File: src/rtl/fft32_frame_buffer.sv
// Ping-pong 32-sample input buffer for the 32-point FFT: collects serial samples, replays frames as 8 four-lane beats.
// Define FFT_BITREV_EN to store samples at bit-reversed addresses (DIT stage-0 ordering).
module fft32_frame_buffer #(
  parameter int nb   = 9,
  parameter int LEAD = 2
) (
  input  logic            CLK,
  input  logic            RST,
  input  logic            S_VALID,
  output logic            S_READY,
  input  logic [nb-1:0]   S_RE,
  input  logic [nb-1:0]   S_IM,
  output logic            START,
  output logic            DVALID,
  output logic            DLAST,
  output logic [4*nb-1:0] DR,
  output logic [4*nb-1:0] DI
);

  typedef enum logic [1:0] {IDLE, STRT, WAIT, BURST} state_t;

  state_t          state_q, state_d;
  logic [1:0]      full_q, full_d;
  logic            wsel_q, wsel_d;
  logic            rsel_q, rsel_d;
  logic [4:0]      waddr_q, waddr_d;
  logic [2:0]      beat_q, beat_d;
  logic [7:0]      cnt_q, cnt_d;
  logic            wr_en;
  logic [4:0]      wphys;
  logic [4*nb-1:0] lane_re, lane_im;
  logic            start_q, dvalid_q, dlast_q;
  logic [4*nb-1:0] dr_q, di_q;

  // Bank b occupies entries {b, addr[4:0]}.
  logic [nb-1:0] mem_re [0:63];
  logic [nb-1:0] mem_im [0:63];

  assign S_READY = RST & ~full_q[wsel_q];
  assign wr_en   = S_VALID & S_READY;

`ifdef FFT_BITREV_EN
  assign wphys = {waddr_q[0], waddr_q[1], waddr_q[2], waddr_q[3], waddr_q[4]};
`else
  assign wphys = waddr_q;
`endif

  always_ff @(posedge CLK) begin
    if (wr_en) begin
      mem_re[{wsel_q, wphys}] <= S_RE;
      mem_im[{wsel_q, wphys}] <= S_IM;
    end
  end

  // Lanes are fetched for the beat that will be visible after the next edge.
  for (genvar gi = 0; gi < 4; gi++) begin : g_lane
    assign lane_re[nb*gi +: nb] = mem_re[{rsel_q, beat_d, 2'(gi)}];
    assign lane_im[nb*gi +: nb] = mem_im[{rsel_q, beat_d, 2'(gi)}];
  end

  always_comb begin
    state_d = state_q;
    full_d  = full_q;
    wsel_d  = wsel_q;
    rsel_d  = rsel_q;
    waddr_d = waddr_q;
    beat_d  = beat_q;
    cnt_d   = cnt_q;

    if (wr_en) begin
      waddr_d = waddr_q + 5'd1;
      if (waddr_q == 5'd31) begin
        full_d[wsel_q] = 1'b1;
        wsel_d         = ~wsel_q;
      end
    end

    case (state_q)
      IDLE: begin
        if (full_q[rsel_q]) state_d = STRT;
      end
      STRT: begin
        if (LEAD == 1) begin
          state_d = BURST;
          beat_d  = 3'd0;
        end else begin
          state_d = WAIT;
          cnt_d   = 8'(LEAD - 2);
        end
      end
      WAIT: begin
        if (cnt_q == 8'd0) begin
          state_d = BURST;
          beat_d  = 3'd0;
        end else begin
          cnt_d = cnt_q - 8'd1;
        end
      end
      BURST: begin
        if (beat_q == 3'd7) begin
          // Write side only ever targets the other bank, so this clear cannot collide with a set.
          full_d[rsel_q] = 1'b0;
          rsel_d         = ~rsel_q;
          state_d        = IDLE;
        end else begin
          beat_d = beat_q + 3'd1;
        end
      end
      default: state_d = IDLE;
    endcase
  end

  always_ff @(posedge CLK) begin
    if (!RST) begin
      state_q <= IDLE;
      full_q  <= 2'b00;
      wsel_q  <= 1'b0;
      rsel_q  <= 1'b0;
      waddr_q <= 5'd0;
      beat_q  <= 3'd0;
      cnt_q   <= 8'd0;
    end else begin
      state_q <= state_d;
      full_q  <= full_d;
      wsel_q  <= wsel_d;
      rsel_q  <= rsel_d;
      waddr_q <= waddr_d;
      beat_q  <= beat_d;
      cnt_q   <= cnt_d;
    end
  end

  always_ff @(posedge CLK) begin
    if (!RST) begin
      start_q  <= 1'b0;
      dvalid_q <= 1'b0;
      dlast_q  <= 1'b0;
      dr_q     <= '0;
      di_q     <= '0;
    end else begin
      start_q  <= (state_d == STRT);
      dvalid_q <= (state_d == BURST);
      dlast_q  <= (state_d == BURST) && (beat_d == 3'd7);
      if (state_d == BURST) begin
        dr_q <= lane_re;
        di_q <= lane_im;
      end
    end
  end

  assign START  = start_q;
  assign DVALID = dvalid_q;
  assign DLAST  = dlast_q;
  assign DR     = dr_q;
  assign DI     = di_q;

endmodule

File: config.mk
export PLATFORM = sky130hd
export DESIGN_NAME = fft32_frame_buffer
export DESIGN_NICKNAME = d
export VERILOG_FILES = /design/src/rtl/fft32_frame_buffer.sv
export SDC_FILE = /design/constraint.sdc
export NUM_CORES = 1
export LEC_CHECK = 0
export BUFFER_PORTS_ARGS = -buffer_cell sky130_fd_sc_hd__buf_4
export CORE_MARGIN = 4
export CORE_UTILIZATION = 34
export CTS_CLUSTER_SIZE = 25
export DETAILED_ROUTE_END_ITERATION = 10
export PLACE_DENSITY_LB_ADDON = 0.15
export SYNTH_ARGS = -nofsm -noshare
export SYNTH_HDL_FRONTEND = slang
export SYNTH_SLANG_ARGS = --single-unit
File: constraint.sdc
create_clock -name CLK -period 4.1 [get_ports CLK]
set_clock_uncertainty 0.1 [all_clocks]
set_input_delay 0.82 -clock CLK [delete_from_list [all_inputs] [get_ports CLK]]
set_output_delay 0.82 -clock CLK [all_outputs]
set_load 0.01 [all_outputs]
==> results of run 1 <==
## cell usage after synthesis, types with 6 or more instances
cell,number,area (µm²)
sky130_fd_sc_hd__edfxtp_1,1152,34600
sky130_fd_sc_hd__buf_1,16,60.1
sky130_fd_sc_hd__nand3_1,302,1510
sky130_fd_sc_hd__buf_2,56,280
sky130_fd_sc_hd__o211ai_1,72,541
sky130_fd_sc_hd__o32ai_1,72,631
sky130_fd_sc_hd__clkbuf_1,172,646
sky130_fd_sc_hd__nor2_1,304,1140
sky130_fd_sc_hd__nor3_1,6,30.0
sky130_fd_sc_hd__o22ai_1,71,444
sky130_fd_sc_hd__a311o_1,71,711
sky130_fd_sc_hd__mux2i_1,221,2210
sky130_fd_sc_hd__buf_4,8,60.1
sky130_fd_sc_hd__o21ai_0,32,160
sky130_fd_sc_hd__and3_1,6,37.5
sky130_fd_sc_hd__nand2_1,666,2500
sky130_fd_sc_hd__o21ai_1,47,235
sky130_fd_sc_hd__dfxtp_1,97,1940
sky130_fd_sc_hd__buf_6,12,135
sky130_fd_sc_hd__a21oi_1,149,746
sky130_fd_sc_hd__o2111ai_1,71,622
## metrics by stage
| step | power [µW] | utilization (%) |
|---|---|---|
| 6_report | 26200 | 39.6 |
| 3_3_place_gp | 14500 | 36.6 |
| 4_1_cts | 26500 | 39.6 |
| 5_1_grt | 27000 | 39.6 |
| 3_5_place_dp | 14500 | 36.6 |
| 2_1_floorplan | 14200 | - |
## layer usage
metal  share of wire [%]  GRT usage (%)  vias to the layer above  wire [µm]
li1                    -              -                    14100          -
met1                  47           28.3                    16100      71100
met5              0.0085              0                        -         13
met3                 4.5           3.06                      172       6910
met4                 2.0           4.72                        2       3040
met2                  47           31.5                      748      71400
## power breakdown
part	total, µW	switching [µW]	internal (µW)
sequential	13900	5.44	13900
clock	11900	5110	6840
combinational	308	282	26.5
## area by class of cell
class	count	area, µm²	area share, %
antenna	1	2.50	0.00434
multi-input combinational	2160	12400	21.4
timing repair buffer	224	2010	3.48
sequential	1249	36500	63.3
tap	1917	2400	4.16
clock inverter	56	503	0.872
clock buffer	199	3850	6.67
inverter	7	27.5	0.0477
## final timing paths
kind               end  slack [ps]  cells after the start
max             DR[29]         630                     10
min          full_q[0]         280                      2
max reg2reg     DR[29]         630                     10
min reg2reg      DI[9]         420                      2
## worst max-delay path, delay by kind of cell, from the launching register on
kind | cells | cell delay [ps]
DFF | 1 | 300
and+or+nand+nor | 6 | 1520
buffers and inverters | 2 | 1010
AOI/OAI and AO/OA | 1 | 190
adders and majority gates | 1 | 200
## sequential cells by signal, summed over array words and instances, names as in the netlist
signal and flops:
DI 36, DLAST 1, DR 36, DVALID 1, START 1, beat_q 3
cnt_q 8, full_q 2, mem_im 576, mem_re 576, rsel_q 1, state_q 2
waddr_q 5, wsel_q 1
## cells by family after synthesis
kind of cell / count (synthesis)
AOI/OAI and AO/OA: 613
xor gates and xnor gates: 8
adders and majority gates: 4
buffers and inverters: 271
DFF: 1249
muxes: 223
and+or+nand+nor: 1312
## placed cells by master (no fill, tap or decap), types with 72 or more instances in the layout
cell type,synthesis,final
sky130_fd_sc_hd__edfxtp_1,1152,1152
sky130_fd_sc_hd__nand2_1,666,663
sky130_fd_sc_hd__nand3_1,302,300
sky130_fd_sc_hd__nor2_1,304,243
sky130_fd_sc_hd__mux2i_1,221,221
sky130_fd_sc_hd__buf_4,8,198
sky130_fd_sc_hd__a21oi_1,149,149
sky130_fd_sc_hd__clkbuf_16,0,142
sky130_fd_sc_hd__dfxtp_1,97,95
sky130_fd_sc_hd__o32ai_1,72,72
sky130_fd_sc_hd__o211ai_1,72,72
==> results.sh, run 1 <==
export IMPL_areaGrowthSynthToFinish_pct=15.7
export IMPL_synth_nets=3705
export IMPL_timing_setup_critical_path_class="reg2reg"
export IMPL_synth_compound_gate_area_share_pct=8.66
export IMPL_peak_supply_drop_uv=371
export IMPL_numPlacedInstances=5557
export IMPL_via_count=31100
export IMPL_floorplan_initialDensity_pct=34.2
export IMPL_min_path_type="in2reg"
export IMPL_ys_async_sr_fraction_pct=0
export IMPL_finalNonFillerCells=5813
export IMPL_detailedRoute_firstPassIterationCount=5
export IMPL_post_drt_via_cell_ratio=5.36
export IMPL_design_core_area_um2=146000
export IMPL_core_rowCount=140
export IMPL_fin_ws_ps=626
export IMPL_die_w_um=391
export IMPL_ys_seq_elements=1249
export IMPL_initialDrtViolationCount=2664
export IMPL_clk_pin_slew_worst_paths_ps=60
export IMPL_ios=97
export IMPL_period_minus_slack_ps=3470
export IMPL_cts_hold_buf=0
export IMPL_h_tree_depth=4
export IMPL_globalRouteTotalUtil_pct=19.7
export IMPL_worst_slew_pin_tran_ps=1200
export IMPL_die_area_um2=153000
export IMPL_r2r_start="cnt_q[0]"
export IMPL_crit_chain="inv_1 -> ha_1 -> nor4b_2 -> nand3_1 -> nand2_4 -> nand2_1 -> nor3_2 -> buf_4 -> nand3_1 -> o211ai_1"
export IMPL_clk_latency_ps=770
export IMPL_cts_root_buf="sky130_fd_sc_hd__clkbuf_16"
export IMPL_routedWlPerCell_um=26.2
export IMPL_crit_path_frequent_cell="sky130_fd_sc_hd__nand3_1"
export IMPL_clock_path_buffers=3
export IMPL_grt_setup_unrepaired="false"
export IMPL_average_cell_area_after_synthesis_um2=13.5
export IMPL_portBuffers=96
export IMPL_power_per_cell_area_nw_per_um2=454
export IMPL_worst_setup_sp="cnt_q[0]"
export IMPL_pin_count_of_the_biggest_net_entering_global_routing=218
export IMPL_critical_path_endpoint_type="flop"
export IMPL_max_cap_viol_count=0
export IMPL_p_leak_uw=0.0189
export IMPL_synthDistinctLibCells=55
export IMPL_finish_net_count=3806
export IMPL_finalHoldWorstSlack_ps=276
export IMPL_max_freq_mhz=288
export IMPL_final_max_slew_viol_count=0
export IMPL_synthesis_instances=3680
export IMPL_ys_flop_type="sky130_fd_sc_hd__edfxtp_1"
export IMPL_synthXorXnorAreaFrac_pct=0.141
export IMPL_run_status="finished, final reports clean"
export IMPL_final_setup_viol_count=0
export IMPL_dieHeight_um=391
export IMPL_hpwlAfterDp_um=84600
export IMPL_cts_repair_resized=0
export IMPL_antenna_left=0
export IMPL_worst_endpoint_required_ps=4690
export IMPL_place_area_um2=53300
export IMPL_post_place_ws_ps=574
export IMPL_first_global_vias=30200
export IMPL_critical_path_data_arrival_time_ps=4070
export IMPL_critical_path_max_fanout=71
export IMPL_total_routed_length_um=153000
export IMPL_wire_length_of_the_first_global_routing_pass_um=221000
export IMPL_fin_crit_sh_pct=84.7
export IMPL_n_fill_cell=13700
export IMPL_synthesis_yosys_warnings=0
export IMPL_drc_errors=0
export IMPL_synth_adder_area_share_pct=0.100
export IMPL_crit_slowest_cell="sky130_fd_sc_hd__buf_4"
export IMPL_seq_area_frac_synth_pct=73.3
export IMPL_final_report_hold_violation_count=0
export IMPL_timing_max_slew_rel_slack_pct=20.2
export IMPL_postCtsSetupRepairBufs=0
export IMPL_mux_cell_area_share_after_synthesis_pct=4.48
export IMPL_grt_overflow_total=0
export IMPL_synth_cell_area_um2=49900
export IMPL_finalInstanceArea_um2=57700
export IMPL_critical_path_max_stage_delay_ps=900
export IMPL_cts_sinks=1249
export IMPL_startpoint_type="flop"
export IMPL_setup_tns_final_ps=0
export IMPL_synth_enable_flop_cells=1152
export IMPL_combinational_family_with_the_most_area_after_synthesis="simple AND/OR/NAND/NOR gates"
export IMPL_hold_path_startpoint="RST"
export IMPL_gp_congestion=0.769
export IMPL_tritoncts_clock_tree="yes"
export IMPL_layout_cells_sized_above_1_pct=12.8
export IMPL_numCtsBuffers=139
export IMPL_synth_simple_area_share_pct=10.9
export IMPL_grt_antenna_before_repair=2
Note: power is estimated with default switching activity, not from simulation.
==> run 2: changes to the inputs <==
clock period = 2.98 ns   (was 4.1 ns; I/O delays follow)
==> results.sh, run 2 (synthesized netlist as in run 1, its figures left out) <==
export IMPL_run_status="finished, final reports clean"
export IMPL_die_area_um2=153000
export IMPL_min_path_type="in2reg"
export IMPL_tritoncts_clock_tree="yes"
export IMPL_startpoint_type="flop"
export IMPL_cts_sinks=1249
export IMPL_pin_count_of_the_biggest_net_entering_global_routing=93
export IMPL_timing_setup_critical_path_class="reg2reg"
export IMPL_reg2reg_setup_slack_ps=20
export IMPL_critical_path_max_fanout=39
export IMPL_gp_congestion=0.770
export IMPL_final_max_slew_viol_count=0
export IMPL_hpwlAfterDp_um=90800
export IMPL_final_report_hold_violation_count=0
export IMPL_report_power_total_uw=36300
export IMPL_share_clk_of_total_power_pct=46.0
export IMPL_layout_commonest_cell="sky130_fd_sc_hd__edfxtp_1"
export IMPL_p_sw_uw=7500
export IMPL_drc_errors=0
export IMPL_grt_overflow_total=0
export IMPL_finalNonFillerCells=5978
export IMPL_areaGrowthSynthToFinish_pct=21.6
export IMPL_core_rowCount=140
export IMPL_antenna_left=0
export IMPL_setup_tns_final_ps=0
export IMPL_dieHeight_um=391
export IMPL_floorplan_initialDensity_pct=34.2
export IMPL_initialDrtViolationCount=2702
export IMPL_timing_max_slew_rel_slack_pct=26.6
export IMPL_ios=97
export IMPL_power_per_cell_area_nw_per_um2=599
export IMPL_detailedRoute_firstPassIterationCount=6
export IMPL_cellInternalPower_uw=28800
export IMPL_swShare_pct=20.7
export IMPL_post_drt_via_cell_ratio=5.30
export IMPL_place_area_um2=55700
export IMPL_total_routed_length_um=157000
export IMPL_finalInstanceArea_um2=60600
export IMPL_via_count=31700
export IMPL_critical_path_endpoint_type="flop"
export IMPL_final_setup_viol_count=0
export IMPL_cts_root_buf="sky130_fd_sc_hd__clkbuf_16"
export IMPL_routedWlPerCell_um=26.2
export IMPL_numCtsBuffers=141
export IMPL_largestRegisters="mem_im x576, mem_re x576"
export IMPL_die_w_um=391
export IMPL_finish_net_count=3965
export IMPL_cts_hold_buf=0
export IMPL_grt_setup_unrepaired="true"
export IMPL_peak_supply_drop_uv=440
export IMPL_numPlacedInstances=5692
export IMPL_clock_path_buffers=3
export IMPL_max_freq_mhz=338
export IMPL_finalHoldWorstSlack_ps=88.0
export IMPL_layout_cells_sized_above_1_pct=17.1
export IMPL_portBuffers=96
export IMPL_critical_path_data_arrival_time_ps=3540
export IMPL_relative_contribution_of_sequential_cells_to_total_power_pct=52.8
export IMPL_power_share_combinational_pct=1.3
export IMPL_most_common_layout_cells="sky130_fd_sc_hd__edfxtp_1 (1152), sky130_fd_sc_hd__nand2_1 (663), sky130_fd_sc_hd__nand3_1 (300)"
export IMPL_period_minus_slack_ps=2960
export IMPL_grt_antenna_before_repair=7
export IMPL_worst_endpoint_required_ps=3570
export IMPL_worst_slew_pin_tran_ps=1100
export IMPL_globalRouteTotalUtil_pct=20.1
export IMPL_p_leak_uw=0.0202
export IMPL_fin_crit_sh_pct=99.2
export IMPL_h_tree_depth=4
export IMPL_wire_length_of_the_first_global_routing_pass_um=222000
export IMPL_clk_pin_slew_worst_paths_ps=60
export IMPL_clk_latency_ps=770
export IMPL_first_global_vias=30300
export IMPL_max_cap_viol_count=0
export IMPL_design_core_area_um2=146000
## run 2: timing repair
item	CTS	global route
buffers inserted	0	16
gates resized for setup	0	53
endpoints found under the setup margin	0	62
## run 2: metrics by stage
stage / setup WS [ps] / util [%]
floorplan: -33.2 / -
global placement: 25.4 / 38.2
detailed placement: 44.5 / 38.2
CTS: 39.7 / 41.3
global route: -37.8 / 41.6
finish: 23.0 / 41.6
## run 2: path summary, 6_finish.rpt
path / depth (start not counted) / endpoint / startpoint
hold / removal: 2 / full_q[0] / RST
hold reg to reg: 2 / DI[9] / DI[9]
setup / recovery: 12 / DR[28] / cnt_q[0]
setup reg to reg: 12 / DR[28] / cnt_q[0]
## run 2: per-layer routing
| metal | routed length (µm) | part of all wire (%) | global-route usage (%) |
|---|---|---|---|
| met5 | 26 | 0.017 | 0 |
| met3 | 8310 | 5.3 | 3.30 |
| met2 | 72900 | 47 | 31.7 |
| met1 | 71800 | 46 | 28.7 |
| met4 | 3720 | 2.4 | 5.64 |
## run 2: area by class of cell
cell class | count | area, µm²
diodes | 6 | 15.0
multi-input cells | 2161 | 12500
well taps | 1917 | 2400
fillers | 13400 | 85100
inverters | 7 | 31.3
clock buffers | 204 | 3950
repair buffers | 380 | 4690
flip-flops and latches | 1249 | 36500
clock inverters | 54 | 472
## run 2: power by group through the flow
stage | logic [µW] | registers [µW] | clock network [µW]
final | 460 | 19200 | 16700
after global routing | 498 | 19100 | 17800
after CTS | 475 | 19200 | 17100
after detailed placement | 475 | 19500 | 0
after global placement | 468 | 19500 | 0
after floorplan | 46.8 | 19500 | 0
## run 2: critical path, cell delays in order, from the launching register on
cell and delay (ps):
sky130_fd_sc_hd__dfxtp_2 320, sky130_fd_sc_hd__inv_2 70, sky130_fd_sc_hd__ha_4 130, sky130_fd_sc_hd__or4b_4 500, sky130_fd_sc_hd__nor3_4 220, sky130_fd_sc_hd__buf_12 150, sky130_fd_sc_hd__o31a_4 220, sky130_fd_sc_hd__buf_12 180
sky130_fd_sc_hd__nand3_4 110, sky130_fd_sc_hd__buf_12 190, sky130_fd_sc_hd__o22ai_1 420, sky130_fd_sc_hd__a21oi_1 80, sky130_fd_sc_hd__o211ai_1 120
